$ cat src/rtl/matrix_ls_sequencer.sv
// matrix_ls_sequencer
// Sequences matrix-register loads and stores as ROWS row-sized memory
// transfers. Loads issue one read per row and write each returned row into
// the matrix register file. Stores read each row from the register file and
// post one write per row. Row addresses come from a running accumulator that
// starts at the base address and adds the stride for each row, wrapping at
// 2^ADDR_W.
//
// Optional build macro: MATRIX_LS_PERF_CNT_EN adds the ld_count / st_count
// completion counters. Without it those ports and counters do not exist.
module matrix_ls_sequencer #(
  parameter int ROWS   = 4,
  parameter int ROW_W  = 64,
  parameter int ADDR_W = 32,
  parameter int MREG_W = 4
) (
  input  logic              CLK,
  input  logic              RST,
  // request side (matrix LS functional unit)
  input  logic              req_valid,
  output logic              req_ready,
  input  logic [1:0]        req_ls,
  input  logic [MREG_W-1:0] req_rd,
  input  logic [ADDR_W-1:0] req_addr,
  input  logic [ADDR_W-1:0] req_stride,
  // memory side
  output logic              mem_req,
  output logic              mem_wen,
  output logic [ADDR_W-1:0] mem_addr,
  output logic [ROW_W-1:0]  mem_wdata,
  input  logic              mem_gnt,
  input  logic              mem_rvalid,
  input  logic [ROW_W-1:0]  mem_rdata,
  // matrix register file read port
  output logic              mrf_ren,
  output logic [MREG_W-1:0] mrf_rsel,
  output logic [1:0]        mrf_rrow,
  input  logic [ROW_W-1:0]  mrf_rdata,
  // matrix register file write port
  output logic              mrf_wen,
  output logic [MREG_W-1:0] mrf_wsel,
  output logic [1:0]        mrf_wrow,
  output logic [ROW_W-1:0]  mrf_wdata,
  // status
  output logic              mhit,
  output logic              busy
`ifdef MATRIX_LS_PERF_CNT_EN
  ,
  output logic [31:0]       ld_count,
  output logic [31:0]       st_count
`endif
);

  // Op select encodings; anything else completes as a no-op.
  localparam logic [1:0] LS_LOAD  = 2'b01;
  localparam logic [1:0] LS_STORE = 2'b10;

  // Index of the final row of a transfer (row counter is as wide as the RF row port).
  localparam logic [1:0] LAST_ROW = 2'(ROWS - 1);

  typedef enum logic [2:0] {
    IDLE     = 3'd0,
    RDREG    = 3'd1,
    MEMREQ   = 3'd2,
    WAITRESP = 3'd3,
    DONE     = 3'd4
  } state_t;

  state_t state_reg;
  state_t state_next;

  // Fields captured at the request handshake.
  logic [1:0]        ls_reg;
  logic [MREG_W-1:0] rd_reg;
  logic [ADDR_W-1:0] stride_reg;

  // Current row and its byte address (base + row*stride, kept incrementally).
  logic [1:0]        row_reg;
  logic [ADDR_W-1:0] addr_reg;

  // Store data path: the RF returns data in the first MEMREQ cycle after the
  // RDREG read. That cycle forwards mrf_rdata directly and captures it; later
  // stall cycles replay the captured copy so mem_wdata stays stable.
  logic [ROW_W-1:0]  wdata_reg;
  logic              wdata_fresh_reg;

  logic handshake;
  logic is_store;
  logic last_row;
  logic row_advance;

  assign handshake = (state_reg == IDLE) && req_valid && !RST;
  assign is_store  = (ls_reg == LS_STORE);
  assign last_row  = (row_reg == LAST_ROW);

  // A row finishes on a store grant or a load response; step to the next row
  // unless this was the final one.
  assign row_advance = !last_row &&
                       (((state_reg == MEMREQ) && is_store && mem_gnt) ||
                        ((state_reg == WAITRESP) && mem_rvalid));

  // State register.
  always_ff @(posedge CLK) begin
    if (RST) begin
      state_reg <= IDLE;
    end else begin
      state_reg <= state_next;
    end
  end

  // Next-state selection.
  always_comb begin
    state_next = state_reg;
    case (state_reg)
      IDLE: begin
        if (req_valid) begin
          case (req_ls)
            LS_LOAD:  state_next = MEMREQ;
            LS_STORE: state_next = RDREG;
            default:  state_next = DONE;
          endcase
        end
      end
      RDREG: begin
        state_next = MEMREQ;
      end
      MEMREQ: begin
        if (mem_gnt) begin
          if (!is_store) begin
            state_next = WAITRESP;
          end else if (last_row) begin
            state_next = DONE;
          end else begin
            state_next = RDREG;
          end
        end
      end
      WAITRESP: begin
        if (mem_rvalid) begin
          state_next = last_row ? DONE : MEMREQ;
        end
      end
      DONE: begin
        state_next = IDLE;
      end
      default: begin
        state_next = IDLE;
      end
    endcase
  end

  // Request fields, row counter, address accumulator and store-data capture.
  always_ff @(posedge CLK) begin
    if (RST) begin
      ls_reg          <= '0;
      rd_reg          <= '0;
      stride_reg      <= '0;
      row_reg         <= '0;
      addr_reg        <= '0;
      wdata_reg       <= '0;
      wdata_fresh_reg <= 1'b0;
    end else begin
      if (handshake) begin
        ls_reg     <= req_ls;
        rd_reg     <= req_rd;
        stride_reg <= req_stride;
        addr_reg   <= req_addr;
        row_reg    <= '0;
      end else if (row_advance) begin
        row_reg  <= row_reg + 2'd1;
        addr_reg <= addr_reg + stride_reg;
      end

      if (state_reg == RDREG) begin
        wdata_fresh_reg <= 1'b1;
      end else if ((state_reg == MEMREQ) && wdata_fresh_reg) begin
        wdata_reg       <= mrf_rdata;
        wdata_fresh_reg <= 1'b0;
      end
    end
  end

  // Output decode; everything idles at zero outside the state that owns it.
  always_comb begin
    req_ready = 1'b0;
    busy      = 1'b0;
    mem_req   = 1'b0;
    mem_wen   = 1'b0;
    mem_addr  = '0;
    mem_wdata = '0;
    mrf_ren   = 1'b0;
    mrf_rsel  = '0;
    mrf_rrow  = '0;
    mrf_wen   = 1'b0;
    mrf_wsel  = '0;
    mrf_wrow  = '0;
    mrf_wdata = '0;
    mhit      = 1'b0;
    case (state_reg)
      IDLE: begin
        req_ready = !RST;
      end
      RDREG: begin
        busy     = 1'b1;
        mrf_ren  = 1'b1;
        mrf_rsel = rd_reg;
        mrf_rrow = row_reg;
      end
      MEMREQ: begin
        busy     = 1'b1;
        mem_req  = 1'b1;
        mem_wen  = is_store;
        mem_addr = addr_reg;
        if (is_store) begin
          mem_wdata = wdata_fresh_reg ? mrf_rdata : wdata_reg;
        end
      end
      WAITRESP: begin
        busy = 1'b1;
        if (mem_rvalid) begin
          mrf_wen   = 1'b1;
          mrf_wsel  = rd_reg;
          mrf_wrow  = row_reg;
          mrf_wdata = mem_rdata;
        end
      end
      DONE: begin
        busy = 1'b1;
        mhit = 1'b1;
      end
      default: begin
        busy = 1'b0;
      end
    endcase
  end

`ifdef MATRIX_LS_PERF_CNT_EN
  logic [31:0] ld_count_reg;
  logic [31:0] st_count_reg;

  // Completed load/store counters, bumped once per transfer in DONE.
  always_ff @(posedge CLK) begin
    if (RST) begin
      ld_count_reg <= '0;
      st_count_reg <= '0;
    end else if (state_reg == DONE) begin
      if (ls_reg == LS_LOAD) begin
        ld_count_reg <= ld_count_reg + 32'd1;
      end
      if (ls_reg == LS_STORE) begin
        st_count_reg <= st_count_reg + 32'd1;
      end
    end
  end

  assign ld_count = ld_count_reg;
  assign st_count = st_count_reg;
`endif

endmodule

$ cat config.mk
export PLATFORM = sky130hd
export DESIGN_NAME = matrix_ls_sequencer
export DESIGN_NICKNAME = d
export VERILOG_FILES = /design/src/rtl/matrix_ls_sequencer.sv
export SDC_FILE = /design/constraint.sdc
export NUM_CORES = 1
export LEC_CHECK = 0
export CORE_ASPECT_RATIO = 0.75
export CORE_MARGIN = 8
export CORE_UTILIZATION = 39
export CTS_BUF_LIST = sky130_fd_sc_hd__clkbuf_4
export DETAILED_ROUTE_END_ITERATION = 8
export GPL_ROUTABILITY_DRIVEN = 0
export MAX_ROUTING_LAYER = met4
export PLACE_DENSITY = 0.79
export SLEW_MARGIN = 10
export SYNTH_ARGS = -nofsm -noshare
export SYNTH_HDL_FRONTEND = slang
export SYNTH_SLANG_ARGS = --single-unit
$ cat constraint.sdc
create_clock -name CLK -period 2.65 [get_ports CLK]
set_clock_uncertainty 0.15 [all_clocks]
set_input_delay 0.53 -clock CLK [delete_from_list [all_inputs] [get_ports CLK]]
set_output_delay 0.53 -clock CLK [all_outputs]
set_load 0.05 [all_outputs]
### Yosys cells after proc, flatten, opt, wreduce, memory -nomap -nowiden

Cells that the tools add are included.

| word-level totals | value |
|---|---|
| register bits after elaboration | 140 |
| input port bits | 203 |
| output and inout port bits | 179 |
| logic and storage cells | 71 |

| operators by class | value |
|---|---|
| add/subtract/negate cells | 2 |
| eq/ne operators | 11 |
| muxes and demuxes | 32 |
| bitwise logic cells | 1 |
| reduce and logical (&&, ||, !) cells | 17 |

Operators by type and width:

| operator | count |
|---|---|
| 64-bit 2-to-1 mux | 5 |
| 32-bit 2-to-1 mux | 3 |
| 32-bit adder | 1 |
| 3-bit 2-to-1 mux | 6 |
| 4-bit 2-to-1 mux | 3 |
| 3-bit one-hot mux with 4 select lines | 1 |
| 1-bit 2-to-1 mux | 10 |
| 1-bit logical AND | 7 |
| 2-bit equality test (second input constant) | 3 |
| 3-bit by 2-bit equality test with 1-bit output (second input constant) | 2 |
| 2-bit 2-to-1 mux | 3 |
| 2-bit != test (second input constant) | 3 |
| 3-bit one-hot mux with 2 select lines | 1 |
| 2-bit nonzero test | 2 |
| 4-bit OR reduction | 1 |
| 3-bit by 1-bit equality test with 1-bit output (second input constant) | 1 |
| 3-bit equality test (second input constant) | 1 |
| 3-bit logical NOT | 1 |
| 3-bit AND reduction | 1 |
| 2-bit by 1-bit adder with 2-bit output (second input constant) | 1 |
| 2-bit by 1-bit equality test with 1-bit output (second input constant) | 1 |
| 1-bit logical NOT | 2 |
| 2-bit AND reduction | 1 |
| 2-bit OR reduction | 1 |
| 2 further kinds | 2 |

### Logic depth before layout (Yosys ltp)

Gate-level depths: netlist of the first run.

| logic depth | value |
|---|---|
| depth in word-level cells | 7 |
| depth in mapped cells | 12 |
| gate-level depth less buffers | 11 |

### Least setup slack after synthesis of the first run

OpenSTA, ideal clock, no wires.

| timing path | value |
|---|---|
| path type | input to register |
| start | in RST |
| end | reg rd_reg[0] |
| setup time | 0.117 ns |
| arrival | 3.322 ns |
| required time | 2.383 ns |
| slack | -0.939 ns |
| stages | 8 |
| path buffers | 4 |
| path through | buf_2 > nor4_1 > and2_1 > buf_2 > nor2_1 > clkbuf_1 > buf_1 > a22o_1 |

| between the ends | value |
|---|---|
| longest elaborated chain between the ends | 2 |

Ends and longest elaborated chain:

| item | line | RTL |
|---|---|---|
| start: declaration | 18 | `input logic RST,` |
| 1-bit logical NOT | 92 | `assign handshake = (state_reg == IDLE) && req_valid && !RST;` |
| 1-bit logical AND | 92 |  |
| end signal: assignment | 165 | `rd_reg <= req_rd;` |
| end: declaration | 74 | `logic [MREG_W-1:0] rd_reg;` |

Several ways; a longest one is shown, not always the timed one.
A chain may end at the register's enable or synchronous reset.

### Final worst setup path of the first run

| timing path | value |
|---|---|
| start | reg addr_reg[21] |
| end | reg addr_reg[29] |

| between the ends | value |
|---|---|
| longest elaborated chain between the ends | 3 |

Ends and longest elaborated chain:

| item | line | RTL |
|---|---|---|
| start: declaration | 79 | `logic [ADDR_W-1:0] addr_reg;` |
| start signal: assignment | 167 | `addr_reg <= req_addr;` |
| start signal: assignment | 171 | `addr_reg <= addr_reg + stride_reg;` |
| 32-bit adder | 171 |  |
| 32-bit 2-to-1 mux | 169 | `end else if (row_advance) begin` |
| 32-bit 2-to-1 mux | 163 | `if (handshake) begin` |

Every way passes these cells. The select of a mux whose other input is x is not followed.

==> impl_summary.txt, run 1 <==
----------------------------------------------------
[Run status]
  Run status ... finished with violations
  Violations in the final reports ... setup timing

[Layout]
  Number of fill cells ... 1186
  Most frequent cells in the layout ... clkdlybuf4s50_1, buf_12, nand2_1
  Area growth from synthesis to final layout ... 101%
  Number of flip-flops in the largest register ... 64
  Share of post-route cells with drive strength above 1 ... 37.4%
  Post-layout net count ... 1760
  Commonest non-fill, non-tap cell in the layout ... clkdlybuf4s50_1

[Timing]
  Number of max-slew violations in the final report ... 0
  Transition time of the tightest slew-check pin ... 0.945 ns
  RSZ-0062 raised after global routing ... yes
  Final hold slack ... 0.311 ns
  Tmin final ... 2.87 ns
  Fmax achieved ... 0.348 GHz
  Fin worst setup slack ... -0.225 ns
  Number of hold-slack violations in the final timing report ... 0
  Tightest slew margin relative to the limit ... 37.0%
  Final clock period utilization by the worst path ... 108%
  Final setup violation count ... 82

[Global routing]
  Via count of the first global-routing pass ... 10.3k
  Largest net degree at the start of global routing ... 67
  Grt total ovfl ... 0
  First-pass GRT wire length ... 61.1 mm
  Initial antenna violation count ... 3
  Overall Global Routing Usage ... 30.8%

[Synth]
  Number of flops mapped to enable cells by yosys ... 0
  Post-synthesis sequential area ratio ... 33.4%
  Cell count after synthesis ... 1077
  Unique cell type count in the Yosys netlist ... 60
  Synthesized area per cell ... 7.79 sq um
  Leading cell types by total area after synthesis ... dfxtp_1, nand2_1, and2_1, mux2i_1, a21oi_1
  Post-synth top area share ... 33.4%
  Most used flip-flop cell after synthesis ... dfxtp_1
  Post-synthesis instance area ... 0.00839 sq mm
  Synthesized net count ... 1315
  Yosys reg bits ... 140
  Cell type contributing the most total cell area after synthesis ... dfxtp_1
  Yosys synthesis warning count ... 0
  Async SR Flop Fraction ... 0%

[Setup path]
  Ordered cell list for the critical path ... ha_1 -> nand4_1 -> nor2_1 -> a31oi_4 -> o21ai_1 -> a21oi_2 -> mux2i_1 -> a2111oi_2
  CP max-delay cell ... ha_1
  Startpoint of the lowest-slack register-to-register path ... addr_reg[21]
  Worst setup startpoint ... addr_reg[21]
  Largest fanout of any net on the critical path ... 7
  Kind of end point of the critical path ... flop
  Required time at the endpoint of the critical path ... 2.94 ns
  Setup CP Type ... reg2reg
  Worst path arrival time ... 3.16 ns
  Biggest cell delay along the critical path ... 0.49 ns
  Sort of element at the start of the critical path ... flop

[Clock tree]
  Clock edge transition at the registers on the reported setup and hold paths ... 0.14 ns
  CTS tree ... yes
  Worst skew pair latency ... 0.56 ns
  Maximum level of the CTS H-tree ... 4
  Buffer cell driving the clock tree root ... clkbuf_4
  CTS sink count ... 140
  Worst-case clock buffer depth ... 2
  Num CTS Buffers ... 17
  Quantity of hold-fixing buffers added after cts ... 0

[Floorplan]
  Std-Cell Rows ... 46
  Chip Width ... 185 um
  Initial cell density of the core ... 39.7%
  I/O pin cnt ... 382
  Core region area ... 0.0211 sq mm
  Die ar. ... 0.0265 sq mm
  Y dimension of the die ... 143 um

[Place]
  Post-DP HPWL ... 28.5 mm
  Port bufs ... 381

[Detailed routing]
  Wirelength per Cell ... 25.8 um
  Detailed-router iteration count before antenna repair ... 7
  Detailed router's first-iteration violation count ... 1054
  Remaining routing DRC violations ... 0
  Vias/cell ... 5.82
  Final WL ... 47.1 mm
  Number of vias after detailed routing ... 10.6k
  Post-DRT Antenna Nets ... 0

[Pwr]
  Register share of total power ... 41.0%
  Max VDD drop ... 0.000260 V
  Leakage ... 6.36 nW
  Power Density ... 340 mW/mm^2
  Comb power frac ... 35.5%
  Clock power frac ... 23.4%
  Switching power total ... 2.01 mW
  Power consumption ... 5.74 mW
  P_int ... 3.72 mW
  Switching part of the total ... 35.1%

[Flow run]
  Reported max-cap violation count ... 0

[Worst hold path]
  Hold WC Path Type ... reg2reg
  Hold Crit Start ... wdata_reg[21]

----------------------------------------------------
-- layer usage --
metal / GRT usage (%) / vias up / part of all wire (%)
met5: - / - / 0
met4: 19.7 / 0 / 7.9
met3: 6.75 / 204 / 9.3
met2: 49.7 / 720 / 47
met1: 34.3 / 5085 / 36
li1: - / 4614 / -
-- path summary, 6_finish.rpt --
path,cells after the start,slack (ns),to
worst max-delay path,8,-0.22,addr_reg[29]
worst min-delay path,2,0.31,wdata_reg[21]
worst max register to register,8,-0.22,addr_reg[29]
worst min register to register,2,0.31,wdata_reg[21]
-- power groups by stage --
stage          Sequential [mW]  Clock [mW]  Combinational, mW
2_1_floorplan             2.34           0              0.887
3_3_place_gp              2.37           0               1.60
3_5_place_dp              2.38           0               1.63
4_1_cts                   2.34        1.35               1.78
5_1_grt                   2.36        1.46               2.14
6_report                  2.35        1.34               2.04
-- layout make-up --
class	instances	area, sq um	share of cell area, %
timing repair buffer	500	7010	41.6
inverter	16	82.6	0.490
sequential	140	2810	16.7
multi-input combinational	847	6330	37.6
clock buffer	20	150	0.891
clock inverter	11	97.6	0.579
tap	288	360	2.14
antenna	3	7.51	0.0446
-- cells by family (layout without fill, tap and decap cells) --
kind of cell | Yosys count | after routing | share of synthesized area (%)
AOI/OAI and AO/OA | 260 | 260 | 20.9
xor gates and xnor gates | 28 | 28 | 2.92
adders and majority gates | 35 | 35 | 5.31
DFF | 140 | 140 | 33.4
and+or+nand+nor | 455 | 456 | 25.0
buffers and inverters | 91 | 547 | 4.28
muxes | 68 | 68 | 8.13
other | 0 | 3 | 0
-- cell usage after synthesis (8+ instances only) --
library cell	instances
inv_1	13
and2_1	112
mux2i_1	67
ha_1	34
a21oi_1	110
clkbuf_1	63
nand3_1	12
a311oi_1	15
dfxtp_1	140
nand2_1	188
a22o_1	36
nor3_1	9
o21ai_0	23
xnor2_1	20
a21o_1	18
xor2_1	8
nor2_1	108
-- repair_timing --
item,4_1_cts,5_1_grt
pin swaps,42,100
setup endpoints to repair,184,192
cloned,9,10
gates resized for setup,223,110
buffers inserted,17,20
-- stage by stage --
step | setup WS (ns) | std cells | area [sq um] | utilization [%] | setup TNS (ns)
2_1_floorplan | -0.170 | 1077 | 8440 | - | -11.80
3_3_place_gp | -0.208 | 1737 | 14700 | 69.5 | -0.409
3_5_place_dp | -0.207 | 1737 | 14700 | 69.5 | -0.874
4_1_cts | -0.145 | 1794 | 16000 | 75.9 | -12.69
5_1_grt | -0.270 | 1825 | 16800 | 79.7 | -16.19
6_report | -0.225 | 1825 | 16800 | 79.7 | -2.84
-- critical path, delay by kind of cell (launching register included) --
kind / cells / cell delay [ns]
AOI/OAI and AO/OA: 4 / 0.99
and+or+nand+nor: 2 / 0.62
adders and majority gates: 1 / 0.49
DFF: 1 / 0.36
muxes: 1 / 0.15
(Power assumes the default switching activity.)
==> run 2: changes to the inputs <==
Settings changed: SKIP_LAST_GASP set to 1.
==> run 2 against run 1 <==
The flow still finishes with violations (setup timing). Power rose by 0.32%. Utilization barely moved. Critical endpoint is now addr_reg[26]. Worst hold slack barely moved. Critical path type unchanged. Final cell count fell by 0.11%. Sequential power barely moved. Clock power barely moved. Non-clock buffer count did not move. Global-route usage fell by 0.33 points. Final area barely moved. First-iteration DRC count fell by 11%. Count of clock-buffer cells in the layout did not move.
==> impl_summary.txt, run 2 (same netlist as run 1, synthesis figures left out) <==
----------------------------------------------------
[Run status]
  Run status ... finished with violations
  Violations in the final reports ... setup timing

[Global routing]
  Largest net degree at the start of global routing ... 67
  Overall Global Routing Usage ... 30.4%
  Grt total ovfl ... 0
  Via count of the first global-routing pass ... 10.2k
  Initial antenna violation count ... 1
  First-pass GRT wire length ... 60.3 mm

[Detailed routing]
  Number of vias after detailed routing ... 10.5k
  Detailed-router iteration count before antenna repair ... 8
  Met1 wire length ... 16.5 mm
  Final WL ... 45.2 mm
  Remaining routing DRC violations ... 0
  Wirelength per Cell ... 24.8 um
  Met2 routed WL ... 21.1 mm
  WL met3 ... 4.04 mm
  Detailed router's first-iteration violation count ... 933
  Uppermost signal routing layer after detailed routing ... met4
  Post-DRT Antenna Nets ... 0
  Vias/cell ... 5.75

[Pwr]
  Leakage ... 6.33 nW
  Power consumption ... 5.75 mW
  Max VDD drop ... 0.000260 V
  Power Density ... 342 mW/mm^2

[Layout]
  Commonest non-fill, non-tap cell in the layout ... clkdlybuf4s50_1
  Number of cells in the finished layout apart from fillers ... 1823
  Number of flip-flops in the largest register ... 64
  Core utilization of the finished layout ... 79.7%
  Non-Filler Cell Area, Final ... 0.0168 sq mm
  Most frequent cells in the layout ... clkdlybuf4s50_1, buf_12, nand2_1
  Area growth from synthesis to final layout ... 101%
  Post-layout net count ... 1760
  Share of post-route cells with drive strength above 1 ... 37.7%
  Number of fill cells ... 1189

[Worst hold path]
  Worst-case hold path end point ... wdata_reg[21]
  Hold Crit Start ... wdata_reg[21]
  Worst Hold Path Cells ... 2
  Hold WC Path Type ... reg2reg

[Setup path]
  Required time at the endpoint of the critical path ... 2.95 ns
  Kind of end point of the critical path ... flop
  Setup slack of the most critical reg-to-reg path ... -0.21 ns
  Sort of element at the start of the critical path ... flop
  Setup CP Type ... reg2reg
  Startpoint of the lowest-slack register-to-register path ... addr_reg[0]
  Largest fanout of any net on the critical path ... 3
  Worst reg2reg path depth ... 13
  Worst path arrival time ... 3.16 ns
  Endpoint of the worst register-to-register path ... addr_reg[26]

[Clock tree]
  Quantity of hold-fixing buffers added after cts ... 0
  Num CTS Buffers ... 17
  Worst skew pair latency ... 0.57 ns
  CTS sink count ... 140
  Buffer cell driving the clock tree root ... clkbuf_4
  Worst-case clock buffer depth ... 2
  CTS tree ... yes
  Clock edge transition at the registers on the reported setup and hold paths ... 0.13 ns
  Maximum level of the CTS H-tree ... 4

[Timing]
  Fmax achieved ... 0.349 GHz
  RSZ-0062 raised after global routing ... yes
  Fin worst setup slack ... -0.214 ns
  Tightest slew margin relative to the limit ... 40.8%
  Number of hold-slack violations in the final timing report ... 0
  Tmin final ... 2.86 ns
  Transition time of the tightest slew-check pin ... 0.888 ns
  Final clock period utilization by the worst path ... 108%
  Setup TNS ... -2.37 ns
  Number of max-slew violations in the final report ... 0
  Final hold slack ... 0.311 ns
  Final setup violation count ... 79

[Floorplan]
  Die ar. ... 0.0265 sq mm
  Std-Cell Rows ... 46
  I/O pin cnt ... 382
  Y dimension of the die ... 143 um
  Core region area ... 0.0211 sq mm
  Chip Width ... 185 um
  Initial cell density of the core ... 39.7%

[Place]
  Number of placed cells counting well taps ... 1737
  Post-place instance area ... 0.0147 sq mm
  Port bufs ... 381
  Post-DP HPWL ... 28.5 mm
  Worst-case setup slack after placement ... -0.207 ns

[Flow run]
  Reported max-cap violation count ... 0

----------------------------------------------------
==> run 2: cell types whose count changed in the layout (fill, tap and decap cells not counted), sizes merged <==
cell | previous run | this run
clkbuf | 28 | 27
buf | 291 | 292
diode | 3 | 1
==> run 2: worst max-delay path by stage <==
stage | from | to | cells after the start
2_1_floorplan | state_reg[1] | mem_wdata[43] | 7
4_1_cts | state_reg[2] | mem_wdata[41] | 6
5_1_grt | addr_reg[0] | addr_reg[26] | 13
6_report | addr_reg[0] | addr_reg[26] | 13
3_5_place_dp | addr_reg[0] | addr_reg[24] | 12
3_3_place_gp | addr_reg[0] | addr_reg[24] | 12
==> run 2: layout make-up <==
type	count	area [sq um]	area share [%]
well taps	288	360	2.14
clock buffers	20	150	0.892
inverters	16	82.6	0.490
multi-input cells	847	6350	37.7
repair buffers	500	6970	41.4
diodes	1	2.50	0.0149
flip-flops and latches	140	2820	16.7
clock inverters	11	97.6	0.580
==> run 2: what timing repair did <==
action,CTS,global route
gates cloned,9,10
endpoints found under the setup margin,184,194
buffers inserted,17,21
gates resized for setup,190,148
pin swaps,41,98
==> run 2: worst max-delay path, stage by stage, from the launching register on <==
cell and delay (ns):
dfxtp_2 0.35, ha_4 0.16, fa_2 0.38, a21oi_4 0.18, o31ai_4 0.08, a21boi_2 0.21
nor2_4 0.07, a31o_4 0.25, buf_4 0.15, a21oi_4 0.18, buf_6 0.13, o21bai_4 0.05
xnor2_1 0.14, a211oi_1 0.31
==> run 2: power by group <==
part	switching, mW	internal [mW]
combinational	1.02	1.02
clock	0.869	0.487
sequential	0.120	2.24
total	2.01	3.74
==> run 2: metal layers <==
metal / vias up / GRT usage, %
met3: 191 / 7.39
met2: 665 / 49.0
met1: 5002 / 33.6
met5: - / -
met4: 0 / 19.5
li1: 4617 / -
==> run 3: changes to the inputs <==
Settings changed: SLEW_MARGIN 10 to 15.
==> results of run 3 <==
The final DEF is identical to that of run 2; final timing and power are the same.
